==> src/rtl/piksel_besleyici_pkg.sv <==
// ----------------------------------------------------------------------------
// piksel_besleyici_pkg
// Shared constants for the pixel feeder (the "sabitler" set):
//   - GRV*_KOD : 3-bit task codes handed to gorev_birimi on basla_o
//   - pb_durum_t : feeder FSM state encodings PB_BOSTA/PB_BASLA/PB_AKIS/PB_BITTI
//   - VARSAYILAN_GENISLIK / VARSAYILAN_YUKSEKLIK : default 320x240 frame
// No ports (package).
// ----------------------------------------------------------------------------
package piksel_besleyici_pkg;

   localparam logic [2:0] GRV0_KOD = 3'd0;
   localparam logic [2:0] GRV1_KOD = 3'd1;
   localparam logic [2:0] GRV2_KOD = 3'd2;
   localparam logic [2:0] GRV3_KOD = 3'd3;
   localparam logic [2:0] GRV4_KOD = 3'd4;
   localparam logic [2:0] GRV5_KOD = 3'd5;
   localparam logic [2:0] GRV6_KOD = 3'd6;
   localparam logic [2:0] GRV7_KOD = 3'd7;

   typedef enum logic [1:0] {
      PB_BOSTA = 2'b00,
      PB_BASLA = 2'b01,
      PB_AKIS  = 2'b10,
      PB_BITTI = 2'b11
   } pb_durum_t;

   localparam int VARSAYILAN_GENISLIK  = 320;
   localparam int VARSAYILAN_YUKSEKLIK = 240;

endpackage

==> src/rtl/piksel_besleyici_kelime_tamponu.sv <==
// ----------------------------------------------------------------------------
// kelime_tamponu
// Two-entry 32-bit word FIFO with a byte-select read pointer. The head word
// is read out one byte at a time, byte 0 ([7:0]) first; the word is popped
// when its last byte ([31:24]) is consumed.
// Ports:
//   clk_i, rstn_i   clock, asynchronous active-low reset
//   temizle_i       synchronous flush (empties FIFO, resets byte pointer)
//   yaz_i, veri_i   push a word
//   tuket_i         consume the current head byte
//   bos_o, dolu_o   empty / full flags
//   sayi_o          number of buffered words (0..2)
//   bayt_o          current head byte
//   son_bayt_o      the head word's last byte is consumed this cycle
// A push while full is accepted only when the same cycle pops a word, so a
// word arriving with the final byte of the head word loads without a bubble.
// ----------------------------------------------------------------------------
module kelime_tamponu (
   input  logic        clk_i,
   input  logic        rstn_i,
   input  logic        temizle_i,
   input  logic        yaz_i,
   input  logic [31:0] veri_i,
   input  logic        tuket_i,
   output logic        bos_o,
   output logic        dolu_o,
   output logic [1:0]  sayi_o,
   output logic [7:0]  bayt_o,
   output logic        son_bayt_o
);

   logic [31:0] r_kelime [2];
   logic        r_yaz_ptr;
   logic        r_oku_ptr;
   logic [1:0]  r_sayi;
   logic [1:0]  r_bayt_sec;

   logic        w_bos;
   logic        w_dolu;
   logic        w_tuket;
   logic        w_son;
   logic        w_yaz;
   logic [31:0] w_bas;

   assign w_bos   = (r_sayi == 2'd0);
   assign w_dolu  = (r_sayi == 2'd2);
   assign w_tuket = tuket_i && !w_bos;
   assign w_son   = w_tuket && (r_bayt_sec == 2'd3);
   assign w_yaz   = yaz_i && (!w_dolu || w_son);
   assign w_bas   = r_kelime[r_oku_ptr];

   always_ff @(posedge clk_i or negedge rstn_i) begin
      if (!rstn_i) begin
         r_kelime[0] <= 32'h0;
         r_kelime[1] <= 32'h0;
         r_yaz_ptr   <= 1'b0;
         r_oku_ptr   <= 1'b0;
         r_sayi      <= 2'd0;
         r_bayt_sec  <= 2'd0;
      end else if (temizle_i) begin
         r_yaz_ptr   <= 1'b0;
         r_oku_ptr   <= 1'b0;
         r_sayi      <= 2'd0;
         r_bayt_sec  <= 2'd0;
      end else begin
         if (w_yaz) begin
            r_kelime[r_yaz_ptr] <= veri_i;
            r_yaz_ptr           <= ~r_yaz_ptr;
         end
         if (w_son) begin
            r_oku_ptr <= ~r_oku_ptr;
         end
         if (w_tuket) begin
            r_bayt_sec <= r_bayt_sec + 2'd1;
         end
         case ({w_yaz, w_son})
            2'b10:   r_sayi <= r_sayi + 2'd1;
            2'b01:   r_sayi <= r_sayi - 2'd1;
            default: r_sayi <= r_sayi;
         endcase
      end
   end

   always_comb begin
      bayt_o = 8'h00;
      case (r_bayt_sec)
         2'd0:    bayt_o = w_bas[7:0];
         2'd1:    bayt_o = w_bas[15:8];
         2'd2:    bayt_o = w_bas[23:16];
         default: bayt_o = w_bas[31:24];
      endcase
   end

   assign bos_o      = w_bos;
   assign dolu_o     = w_dolu;
   assign sayi_o     = r_sayi;
   assign son_bayt_o = w_son;

endmodule

==> src/rtl/piksel_besleyici.sv <==
// ----------------------------------------------------------------------------
// piksel_besleyici
// Source-side driver of the gorev_birimi pixel stream. On baslat_i it latches
// a task code and base address, pulses basla_o with gorev_o, then fetches a
// GENISLIK x YUKSEKLIK 8-bit frame as 32-bit words and streams it byte by
// byte on etkin_o/pixel_o under stal_i backpressure.
//
// Optional feature: define PIKSEL_BESLEYICI_SAYAC_EN to add stal_sayac_o, a
// saturating count of cycles with etkin_o=1 and stal_i=1 (cleared on reset
// and on the BASLA cycle, held after the frame).
//
// Ports:
//   clk_i, rstn_i           clock, asynchronous active-low reset
//   baslat_i                start pulse (honoured only when idle)
//   gorev_kod_i             task code, sampled with baslat_i
//   taban_adres_i           4-aligned frame base byte address
//   mesgul_o, bitti_o       busy level, one-cycle done pulse
//   bel_istek_o/_adres_o    memory read request / byte address
//   bel_istek_kabul_i       request accepted this cycle
//   bel_veri_i/_gecerli_i   in-order read data, byte 0 in [7:0]
//   basla_o, gorev_o        task start pulse, latched task code
//   etkin_o, pixel_o        pixel valid / data
//   stal_i                  downstream stall
//
// Handshakes: a memory request is issued while bel_istek_o=1 and completes
// in the cycle bel_istek_kabul_i=1; bel_istek_o/bel_adres_o never change
// before that. A pixel transfers in a cycle with etkin_o=1 and stal_i=0;
// while stalled etkin_o/pixel_o hold.
// ----------------------------------------------------------------------------
module piksel_besleyici
   import piksel_besleyici_pkg::*;
#(
   parameter int GENISLIK  = VARSAYILAN_GENISLIK,
   parameter int YUKSEKLIK = VARSAYILAN_YUKSEKLIK,
   parameter int ADRES_BIT = 32
) (
   input  logic                 clk_i,
   input  logic                 rstn_i,
   input  logic                 baslat_i,
   input  logic [2:0]           gorev_kod_i,
   input  logic [ADRES_BIT-1:0] taban_adres_i,
   output logic                 mesgul_o,
   output logic                 bitti_o,
   output logic                 bel_istek_o,
   output logic [ADRES_BIT-1:0] bel_adres_o,
   input  logic                 bel_istek_kabul_i,
   input  logic [31:0]          bel_veri_i,
   input  logic                 bel_veri_gecerli_i,
   output logic                 basla_o,
   output logic [2:0]           gorev_o,
   output logic                 etkin_o,
   output logic [7:0]           pixel_o,
   input  logic                 stal_i
`ifdef PIKSEL_BESLEYICI_SAYAC_EN
   ,
   output logic [31:0]          stal_sayac_o
`endif
);

   localparam int TOPLAM_PIKSEL = GENISLIK * YUKSEKLIK;
   localparam int TOPLAM_KELIME = TOPLAM_PIKSEL / 4;
   localparam int PB            = $clog2(TOPLAM_PIKSEL);
   localparam int KB            = $clog2(TOPLAM_KELIME + 1);
   localparam logic [PB-1:0] SON_PIKSEL    = PB'(TOPLAM_PIKSEL - 1);
   localparam logic [KB-1:0] KELIME_SAYISI = KB'(TOPLAM_KELIME);

   pb_durum_t            r_durum;
   pb_durum_t            w_sonraki;
   logic [2:0]           r_gorev;
   logic [ADRES_BIT-1:0] r_adres;
   logic [PB-1:0]        r_piksel_sayac;
   logic [KB-1:0]        r_istek_sayac;
   logic [1:0]           r_bekleyen;

   logic       w_basla;
   logic       w_mesgul;
   logic       w_bitti;
   logic       w_akis;
   logic       w_kabul_al;
   logic       w_istek;
   logic       w_kabul;
   logic       w_yaz;
   logic       w_bos;
   logic       w_dolu;
   logic [1:0] w_sayi;
   logic [7:0] w_bayt;
   logic       w_son_bayt;
   logic       w_etkin;
   logic       w_aktarim;
   logic       w_son_piksel;
   logic [2:0] w_doluluk;

   // ---------------- FSM ----------------
   always_ff @(posedge clk_i or negedge rstn_i) begin
      if (!rstn_i) begin
         r_durum <= PB_BOSTA;
      end else begin
         r_durum <= w_sonraki;
      end
   end

   always_comb begin
      w_sonraki  = r_durum;
      w_basla    = 1'b0;
      w_mesgul   = 1'b0;
      w_bitti    = 1'b0;
      w_akis     = 1'b0;
      w_kabul_al = 1'b0;
      case (r_durum)
         PB_BOSTA: begin
            if (baslat_i) begin
               w_kabul_al = 1'b1;
               w_sonraki  = PB_BASLA;
            end
         end
         PB_BASLA: begin
            w_basla   = 1'b1;
            w_mesgul  = 1'b1;
            w_sonraki = PB_AKIS;
         end
         PB_AKIS: begin
            w_mesgul = 1'b1;
            w_akis   = 1'b1;
            if (w_son_piksel) begin
               w_sonraki = PB_BITTI;
            end
         end
         default: begin
            w_bitti   = 1'b1;
            w_sonraki = PB_BOSTA;
         end
      endcase
   end

   // ---------------- Fetch ----------------
   // Requests are gated only by registered counts, never by stal_i, so a
   // raised request cannot drop before it is accepted: a returning word moves
   // one unit from outstanding to buffered, leaving the sum unchanged.
   assign w_doluluk = {1'b0, r_bekleyen} + {1'b0, w_sayi};
   assign w_istek   = w_akis && (r_istek_sayac != KELIME_SAYISI) &&
                      (w_doluluk < 3'd2) && !w_dolu;
   assign w_kabul   = w_istek && bel_istek_kabul_i;
   assign w_yaz     = bel_veri_gecerli_i && w_akis && (r_bekleyen != 2'd0);

   always_ff @(posedge clk_i or negedge rstn_i) begin
      if (!rstn_i) begin
         r_gorev        <= 3'd0;
         r_adres        <= '0;
         r_istek_sayac  <= '0;
         r_bekleyen     <= 2'd0;
         r_piksel_sayac <= '0;
      end else begin
         if (w_kabul_al) begin
            r_gorev <= gorev_kod_i;
            r_adres <= taban_adres_i;
         end else if (w_kabul) begin
            r_adres <= r_adres + ADRES_BIT'(4);
         end

         if (w_basla) begin
            r_istek_sayac <= '0;
         end else if (w_kabul) begin
            r_istek_sayac <= r_istek_sayac + KB'(1);
         end

         if (w_basla) begin
            r_bekleyen <= 2'd0;
         end else begin
            case ({w_kabul, w_yaz})
               2'b10:   r_bekleyen <= r_bekleyen + 2'd1;
               2'b01:   r_bekleyen <= r_bekleyen - 2'd1;
               default: r_bekleyen <= r_bekleyen;
            endcase
         end

         if (w_basla) begin
            r_piksel_sayac <= '0;
         end else if (w_aktarim) begin
            r_piksel_sayac <= r_piksel_sayac + PB'(1);
         end
      end
   end

   // ---------------- Stream ----------------
   kelime_tamponu u_tampon (
      .clk_i      (clk_i),
      .rstn_i     (rstn_i),
      .temizle_i  (w_basla),
      .yaz_i      (w_yaz),
      .veri_i     (bel_veri_i),
      .tuket_i    (w_aktarim),
      .bos_o      (w_bos),
      .dolu_o     (w_dolu),
      .sayi_o     (w_sayi),
      .bayt_o     (w_bayt),
      .son_bayt_o (w_son_bayt)
   );

   assign w_etkin   = !w_bos;
   assign w_aktarim = w_etkin && !stal_i;
   // The final pixel is always byte 3 of the final word.
   assign w_son_piksel = w_son_bayt && (r_piksel_sayac == SON_PIKSEL);

`ifdef PIKSEL_BESLEYICI_SAYAC_EN
   logic [31:0] r_stal_sayac;

   always_ff @(posedge clk_i or negedge rstn_i) begin
      if (!rstn_i) begin
         r_stal_sayac <= 32'h0;
      end else if (w_basla) begin
         r_stal_sayac <= 32'h0;
      end else if (w_etkin && stal_i && (r_stal_sayac != 32'hFFFF_FFFF)) begin
         r_stal_sayac <= r_stal_sayac + 32'd1;
      end
   end

   assign stal_sayac_o = r_stal_sayac;
`endif

   assign mesgul_o    = w_mesgul;
   assign bitti_o     = w_bitti;
   assign bel_istek_o = w_istek;
   assign bel_adres_o = r_adres;
   assign basla_o     = w_basla;
   assign gorev_o     = r_gorev;
   assign etkin_o     = w_etkin;
   assign pixel_o     = w_etkin ? w_bayt : 8'h00;

endmodule

==> config.mk <==
export PLATFORM = sky130hd
export DESIGN_NAME = piksel_besleyici
export DESIGN_NICKNAME = d
export VERILOG_FILES = /design/src/rtl/piksel_besleyici_pkg.sv /design/src/rtl/piksel_besleyici_kelime_tamponu.sv /design/src/rtl/piksel_besleyici.sv
export SDC_FILE = /design/constraint.sdc
export NUM_CORES = 1
export LEC_CHECK = 0
export ABC_AREA = 1
export ABC_CLOCK_PERIOD_IN_PS = 2300
export CAP_MARGIN = 20
export CORE_AREA = 2 2 144 146
export CTS_CLUSTER_SIZE = 14
export DETAILED_ROUTE_END_ITERATION = 16
export DIE_AREA = 0 0 146 148
export PLACE_DENSITY = 0.7
export SLEW_MARGIN = 15
export SYNTH_ARGS = -nofsm -noshare
export SYNTH_HDL_FRONTEND = slang
export SYNTH_SLANG_ARGS = --single-unit
==> constraint.sdc <==
create_clock -name clk_i -period 2.3 [get_ports clk_i]
set_input_delay 0.345 -clock clk_i [delete_from_list [all_inputs] [get_ports clk_i]]
set_output_delay 0.345 -clock clk_i [all_outputs]
set_load 0.005 [all_outputs]
---- After elaboration in Yosys (flattened, before gate mapping) ----
Cells that the tools add are included.
Widths: inputs -> output; s select.
word-level totals
  flip-flop bits (word level) ............. 141
  output and inout port bits .............. 48
  input port bits ......................... 73
  word-level logic and storage cells ...... 109
cells by class
  order comparisons ....................... 4
  reduce and logical (&&, ||, !) cells .... 32
  equal/unequal tests ..................... 14
  add/sub/neg operators ................... 9
  bitwise logic cells ..................... 5
  muxes and demuxes ....................... 33
operators by type and width
  kind                   count
  $mux 32                6
  $bwmux 64              1
  $mux 17                2
  $add 32x3->32 const B  1
  $demux 32 s1           1
  $mux 15                2
  $pmux 8 s3             1
  $add 17x1->17 const B  1
  $eq 17x17->1 const B   1
  $add 15x1->15 const B  1
  $ne 15x15->1 const B   1
  $reduce_bool 2->1      7
  $eq 2x2->1 const B     6
  $logic_and 1x1->1      12
  $mux 2                 6
  $mux 1                 10
  $eq 2x1->1 const B     4
  $mux 8                 1
  $pmux 2 s2             2
  $add 2x1->2 const B    3
  $logic_not 2->1        3
  $pmux 2 s3             1
  $reduce_bool 3->1      2
  $ge 2x2->1 const B     2
  12 further kinds       20

---- Logic depth before layout (Yosys ltp) ----
  depth in word-level cells ............... 10
  gate-level depth with buffers ........... 13
  depth with buffers taken out ............ 12

---- Cells and area by module ----
From an unflattened synthesis, not the netlist that was laid out.
unflattened totals
  cells, all modules ...................... 1158
  area, all modules ....................... 8441.8 sq um
modules (own cells, without submodules)
  module            times used  area each (sq um)  cells each  sequential area each (sq um)
  piksel_besleyici  1           4998.5             758         1776.7
  kelime_tamponu    1           3443.3             400         1751.7

---- Worst setup path before layout ----
No wires, ideal clock.
  path type ............................... register to register
  start ................................... reg u_tampon.r_sayi[0] (netlist: u_tampon.sayi_o[0])
  end ..................................... reg r_adres[15] (netlist: bel_adres_o[15])
  arrival time ............................ 1898 ps
  slack ................................... 278 ps
  clock period less this slack ............ 2022 ps
  required time ........................... 2176 ps
  setup time .............................. 124 ps
  buffers on the path ..................... 1
  cell stages (with the launch flop) ...... 12
  cells stage by stage .................... dfrtp_1 -> nand2_1 -> inv_1 -> fa_1 -> nand3b_1 -> nor2_1 -> nand3_4 -> nand2_4 -> inv_1 -> buf_4 -> nand2_1 -> nand2_1
on the way
  longest elaborated chain between the ends .. 6
  elaborated cells on any way between the ends .. 8
  classes of those cells .................. add/sub: 1; order compare: 1; eq/ne: 1; reduce/logical: 5
RTL lines
  what                                  RTL line                               source
  start, declared                       piksel_besleyici_kelime_tamponu.sv:35  logic [1:0] r_sayi;
  start signal, assigned                piksel_besleyici_kelime_tamponu.sv:77  2'b10: r_sayi <= r_sayi + 2'd1;
  start signal, assigned                piksel_besleyici_kelime_tamponu.sv:78  2'b01: r_sayi <= r_sayi - 2'd1;
  start signal, assigned                piksel_besleyici_kelime_tamponu.sv:79  default: r_sayi <= r_sayi;
  $add 2x2->3                           piksel_besleyici.sv:139                assign w_doluluk = {1'b0, r_bekleyen} + {1'b0, w_sayi};
  $lt 3x2->1                            piksel_besleyici.sv:141                (w_doluluk < 3'd2) && !w_dolu;
  $logic_and 1x1->1                     piksel_besleyici.sv:140                assign w_istek = w_akis && (r_istek_sayac != KELIME_SAYISI) &&
  $logic_and 1x1->1 *                   piksel_besleyici.sv:141
  $logic_and 1x1->1 *                   piksel_besleyici.sv:142                assign w_kabul = w_istek && bel_istek_kabul_i;
  $reduce_bool 2->1 (no source line) *  --
  end signal, assigned                  piksel_besleyici.sv:155                r_adres <= taban_adres_i;
  end signal, assigned                  piksel_besleyici.sv:157                r_adres <= r_adres + ADRES_BIT'(4);
  end, declared                         piksel_besleyici.sv:70                 logic [ADRES_BIT-1:0] r_adres;
Mark *: on every way between the ends. The rest lies on a longest branch, timed or not.
A chain may end at the register's enable or synchronous reset.

---- Final worst setup path ----
  start ................................... reg u_tampon.r_bayt_sec[0]
  end ..................................... out pixel_o[6]
on the way
  longest elaborated chain between the ends .. 3
  elaborated cells on any way between the ends .. 5
  classes of those cells .................. eq/ne: 2; mux: 2; reduce/logical: 1
RTL lines
  what                                      RTL line                               source
  start, declared                           piksel_besleyici_kelime_tamponu.sv:36  logic [1:0] r_bayt_sec;
  start signal, assigned                    piksel_besleyici_kelime_tamponu.sv:74  r_bayt_sec <= r_bayt_sec + 2'd1;
  $eq 2x2->1, or another cell as far along  piksel_besleyici_kelime_tamponu.sv:86  case (r_bayt_sec)
  $pmux 8 s3 *                              piksel_besleyici_kelime_tamponu.sv:86
  $mux 8 *                                  piksel_besleyici.sv:227                assign pixel_o = w_etkin ? w_bayt : 8'h00;
  end, declared                             piksel_besleyici.sv:52                 output logic [7:0] pixel_o,
Marks and branches as above.

==> flow_metrics.env <==
export IMPL_fin_crit_ns=2.29
export IMPL_number_of_nets_in_the_synthesized_netlist=1222
export IMPL_crit_reg2reg_capture="bel_adres_o[17]"
export IMPL_ys_seq_area_share_pct=42.6
export IMPL_critPathSlowestCell="dfrtp_1"
export IMPL_layout_nets=1363
export IMPL_cts_h_tree_lvls=4
export IMPL_drt_initial_drc_count=630
export IMPL_cts_sinks=141
export IMPL_routedWlPerCell_um=14.5
export IMPL_switchingPower_mw=5.11
export IMPL_tightestPinTransition_ns=0.576
export IMPL_r2r_start="u_tampon.sayi_o[0]"
export IMPL_global_route_wire_length_before_repair_um=37600
export IMPL_seq_power_share_pct=33.1
export IMPL_post_drt_via_cell_ratio=5.06
export IMPL_synth_edff_count=0
export IMPL_final_period_utilization_pct=99.8
export IMPL_internal_dissipation_mw=7.38
export IMPL_clock_skew_ns=0.0101
export IMPL_area_growth_syn_to_layout_pct=29.5
export IMPL_worst_setup_endpoint="pixel_o[6]"
export IMPL_max_stage_delay_ns=0.39
export IMPL_critical_path_cell_chain="inv_2, ha_4, buf_12, buf_6, a21oi_2, nand3_1, a21oi_2, a211oi_2, buf_2"
export IMPL_power_per_cell_area_nw_per_um2=1160
export IMPL_synth_area_sq_um=8290
export IMPL_yosys_cell_count_top_type="nand2_1"
export IMPL_grt_remaining_overflow=0
export IMPL_start_kind="flop"
export IMPL_worst_path_most_repeated_cell="a21oi_2"
export IMPL_power_switching_share_pct=40.9
export IMPL_grt_antenna_before_repair=0
export IMPL_die_width_um=146
export IMPL_core_rowCount=52
export IMPL_dp_hpwl_um=15800
export IMPL_critPathLaunch="u_tampon.r_bayt_sec[0]"
export IMPL_floorplan_initialDensity_pct=41.4
export IMPL_ys_warn_count=0
export IMPL_ios=121
export IMPL_cts_reportedPaths_clkPinSlew_ns=0.07
export IMPL_post_synth_num_cell_types=37
export IMPL_cell_accounting_for_the_most_synthesized_area="dfrtp_1"
export IMPL_fillerInstances=1959
export IMPL_max_cap_violations=0
export IMPL_drt_pre_antenna_iters=5
export IMPL_gp_routability_congestion=0.901
export IMPL_synth_seq_cells=141
export IMPL_die_height_um=148
export IMPL_dpl_cell_area_sq_um=9890
export IMPL_antenna_cells=0
export IMPL_vias_in_the_first_global_route=7640
export IMPL_synth_avg_cell_area_sq_um=7.30
export IMPL_cts_made_buffers=17
export IMPL_worstSetupPathType="reg2out"
export IMPL_clk_latency_ns=0.43
export IMPL_die_area_sq_um=21600
export IMPL_worst_path_max_fanout=10
export IMPL_layout_setup_ws_ns=0.00512
export IMPL_fmaxAchievable_mhz=436
export IMPL_critical_path_required_ns=1.96
export IMPL_drt_wl_total_um=22600
export IMPL_grt_use_total_pct=21.4
export IMPL_power_combinational_fraction_pct=44.4
export IMPL_post_route_cells_drive_above_1_share_pct=14.4
export IMPL_end_kind="output port"
export IMPL_clock_root_buffer="clkbuf_16"
export IMPL_synthTopCellsByCount="379 x nand2_1, 141 x dfrtp_1, 108 x inv_1"
export IMPL_place_port_buffers=120
export IMPL_tritoncts="built"
export IMPL_dp_slack_ns=-0.130
export IMPL_async_flop_share_pct=100
export IMPL_dominantRegCellSynth="dfrtp_1"
export IMPL_final_cell_area_sq_um=10700
export IMPL_clk_path_buf_depth=2
export IMPL_core_area_sq_um=20000
export IMPL_final_setup_viol_count=0
export IMPL_ir_worst_vdd_uv=595
export IMPL_final_max_slew_violation_count=0
export IMPL_outcome="complete, no violations"
export IMPL_grt_setup_unrepaired="yes"
export IMPL_worst_r2r_path_depth=11
export IMPL_power_frac_clock_pct=22.5
export IMPL_synth_area_leaders="dfrtp_1 43%, nand2_1 17%, nand3_1 5.7%"
export IMPL_grt_max_degree=66
export IMPL_fin_util_pct=53.6
export IMPL_worst_reg_to_reg_setup_slack_ns=0.17
export IMPL_hp_class="in2async"
export IMPL_synthDominantCellAreaShare_pct=42.6
export IMPL_total_leakage_power_nw=4.88
export IMPL_via_count=7890
export IMPL_remaining_drc_errors=0
export IMPL_worst_slew_margin_rel_pct=61.3
export IMPL_post_route_antenna_net_violation_count=0
export IMPL_synth_cells=1135
export IMPL_arrival_ns=1.95
export IMPL_hold_viol=0
power groups by stage:
| stage | sequential, mW | combinational, mW | clock [mW] |
|---|---|---|---|
| after floorplan | 3.94 | 3.10 | 0 |
| after CTS | 4.11 | 5.45 | 2.85 |
| after detailed placement | 4.12 | 5.13 | 0 |
| final | 4.13 | 5.55 | 2.81 |
| after global placement | 4.11 | 5.02 | 0 |
| after global routing | 4.24 | 6.19 | 2.96 |
critical path: cells and delay by family (launching register included):
kind                       cells  cell delay [ns]
and+or+nand+nor                1             0.11
AOI/OAI and AO/OA              3             0.36
buffers and inverters          4             0.49
DFF                            1             0.39
adders and majority gates      1             0.17
layout make-up:
type | instances | area [sq um] | share of cell area, %
Timing Repair Buffer | 164 | 1600 | 14.9
Sequential cell | 141 | 3530 | 32.9
Inverter | 111 | 420 | 3.92
Clock inverter | 15 | 170 | 1.58
Timing Repair inverter | 1 | 7.51 | 0.0699
Clock buffer | 17 | 425 | 3.96
Tap cell | 270 | 338 | 3.15
Multi-Input combinational cell | 840 | 4250 | 39.6
how the worst min path moves through the flow:
stage | endpoint | slack (ns)
finish | u_tampon.r_kelime[14] | 0.38
global placement | u_tampon.r_kelime[14] | 0.26
floorplan | bel_adres_o[0] | 0.05
global route | u_tampon.r_kelime[14] | 0.41
CTS | u_tampon.r_kelime[14] | 0.37
detailed placement | u_tampon.r_kelime[14] | 0.26
registers in the layout, summed over array words and instances (netlist names), 2 cells and up:
| name | cells |
|---|---|
| u_tampon.r_kelime | 64 |
| u_tampon.sayi_o | 2 |
| gorev_o | 3 |
| r_durum | 2 |
| bel_adres_o | 32 |
| u_tampon.r_bayt_sec | 2 |
| r_piksel_sayac | 17 |
| r_istek_sayac | 15 |
| r_bekleyen | 2 |
repair_timing:
| item | CTS | global route |
|---|---|---|
| gates cloned | 0 | 1 |
| setup buffers | 11 | 0 |
| hold buffers | 1 | 0 |
| setup endpoints to repair | 10 | 40 |
| hold endpoints to repair | 34 | 0 |
| gates resized for setup | 71 | 16 |
| pin swaps | 18 | 13 |
cell families (layout without fill, tap and decap cells):
kind of cell | count (synthesis) | count (layout) | synth area share [%]
compound gates | 178 | 178 | 13.2
fa+ha+maj | 14 | 14 | 2.20
xor+xnor | 6 | 6 | 0.634
simple gates | 642 | 642 | 32.9
flops | 141 | 141 | 42.6
buf+inv | 154 | 308 | 8.42
layer usage:
metal / wire length, um / global-route usage, % / vias to the layer above
met2: 10700 / 34.7 / 208
met5: 0 / 0 / -
met4: 439 / 7.09 / 0
met1: 10300 / 28.9 / 3684
met3: 1170 / 4.20 / 35
li1: - / - / 3963
through the flow:
| stage | hold slack, ns | TNS (ns) | cells | power (mW) |
|---|---|---|---|---|
| after floorplan | 0.0494 | 0 | 1135 | 7.04 |
| after global placement | 0.262 | -0.111 | 1517 | 9.13 |
| after detailed placement | 0.264 | -0.130 | 1517 | 9.25 |
| after CTS | 0.374 | -0.0303 | 1558 | 12.4 |
| after global routing | 0.406 | -0.361 | 1559 | 13.4 |
| final | 0.378 | 0 | 1559 | 12.5 |
placed cells by master (no fill, tap or decap), drive strengths merged, types with 8 or more instances in the layout:
cell type      instances
nand2                383
dfrtp                141
inv                  119
clkdlybuf4s50        110
o21ai                109
nor2                 105
nand3                 96
buf                   52
a21oi                 46
nand4                 22
clkbuf                18
nor3                  15
or2                   13
ha                    13
a211oi                 8
nand3b                 8
No activity file was read; power rests on OpenSTA's default activity.
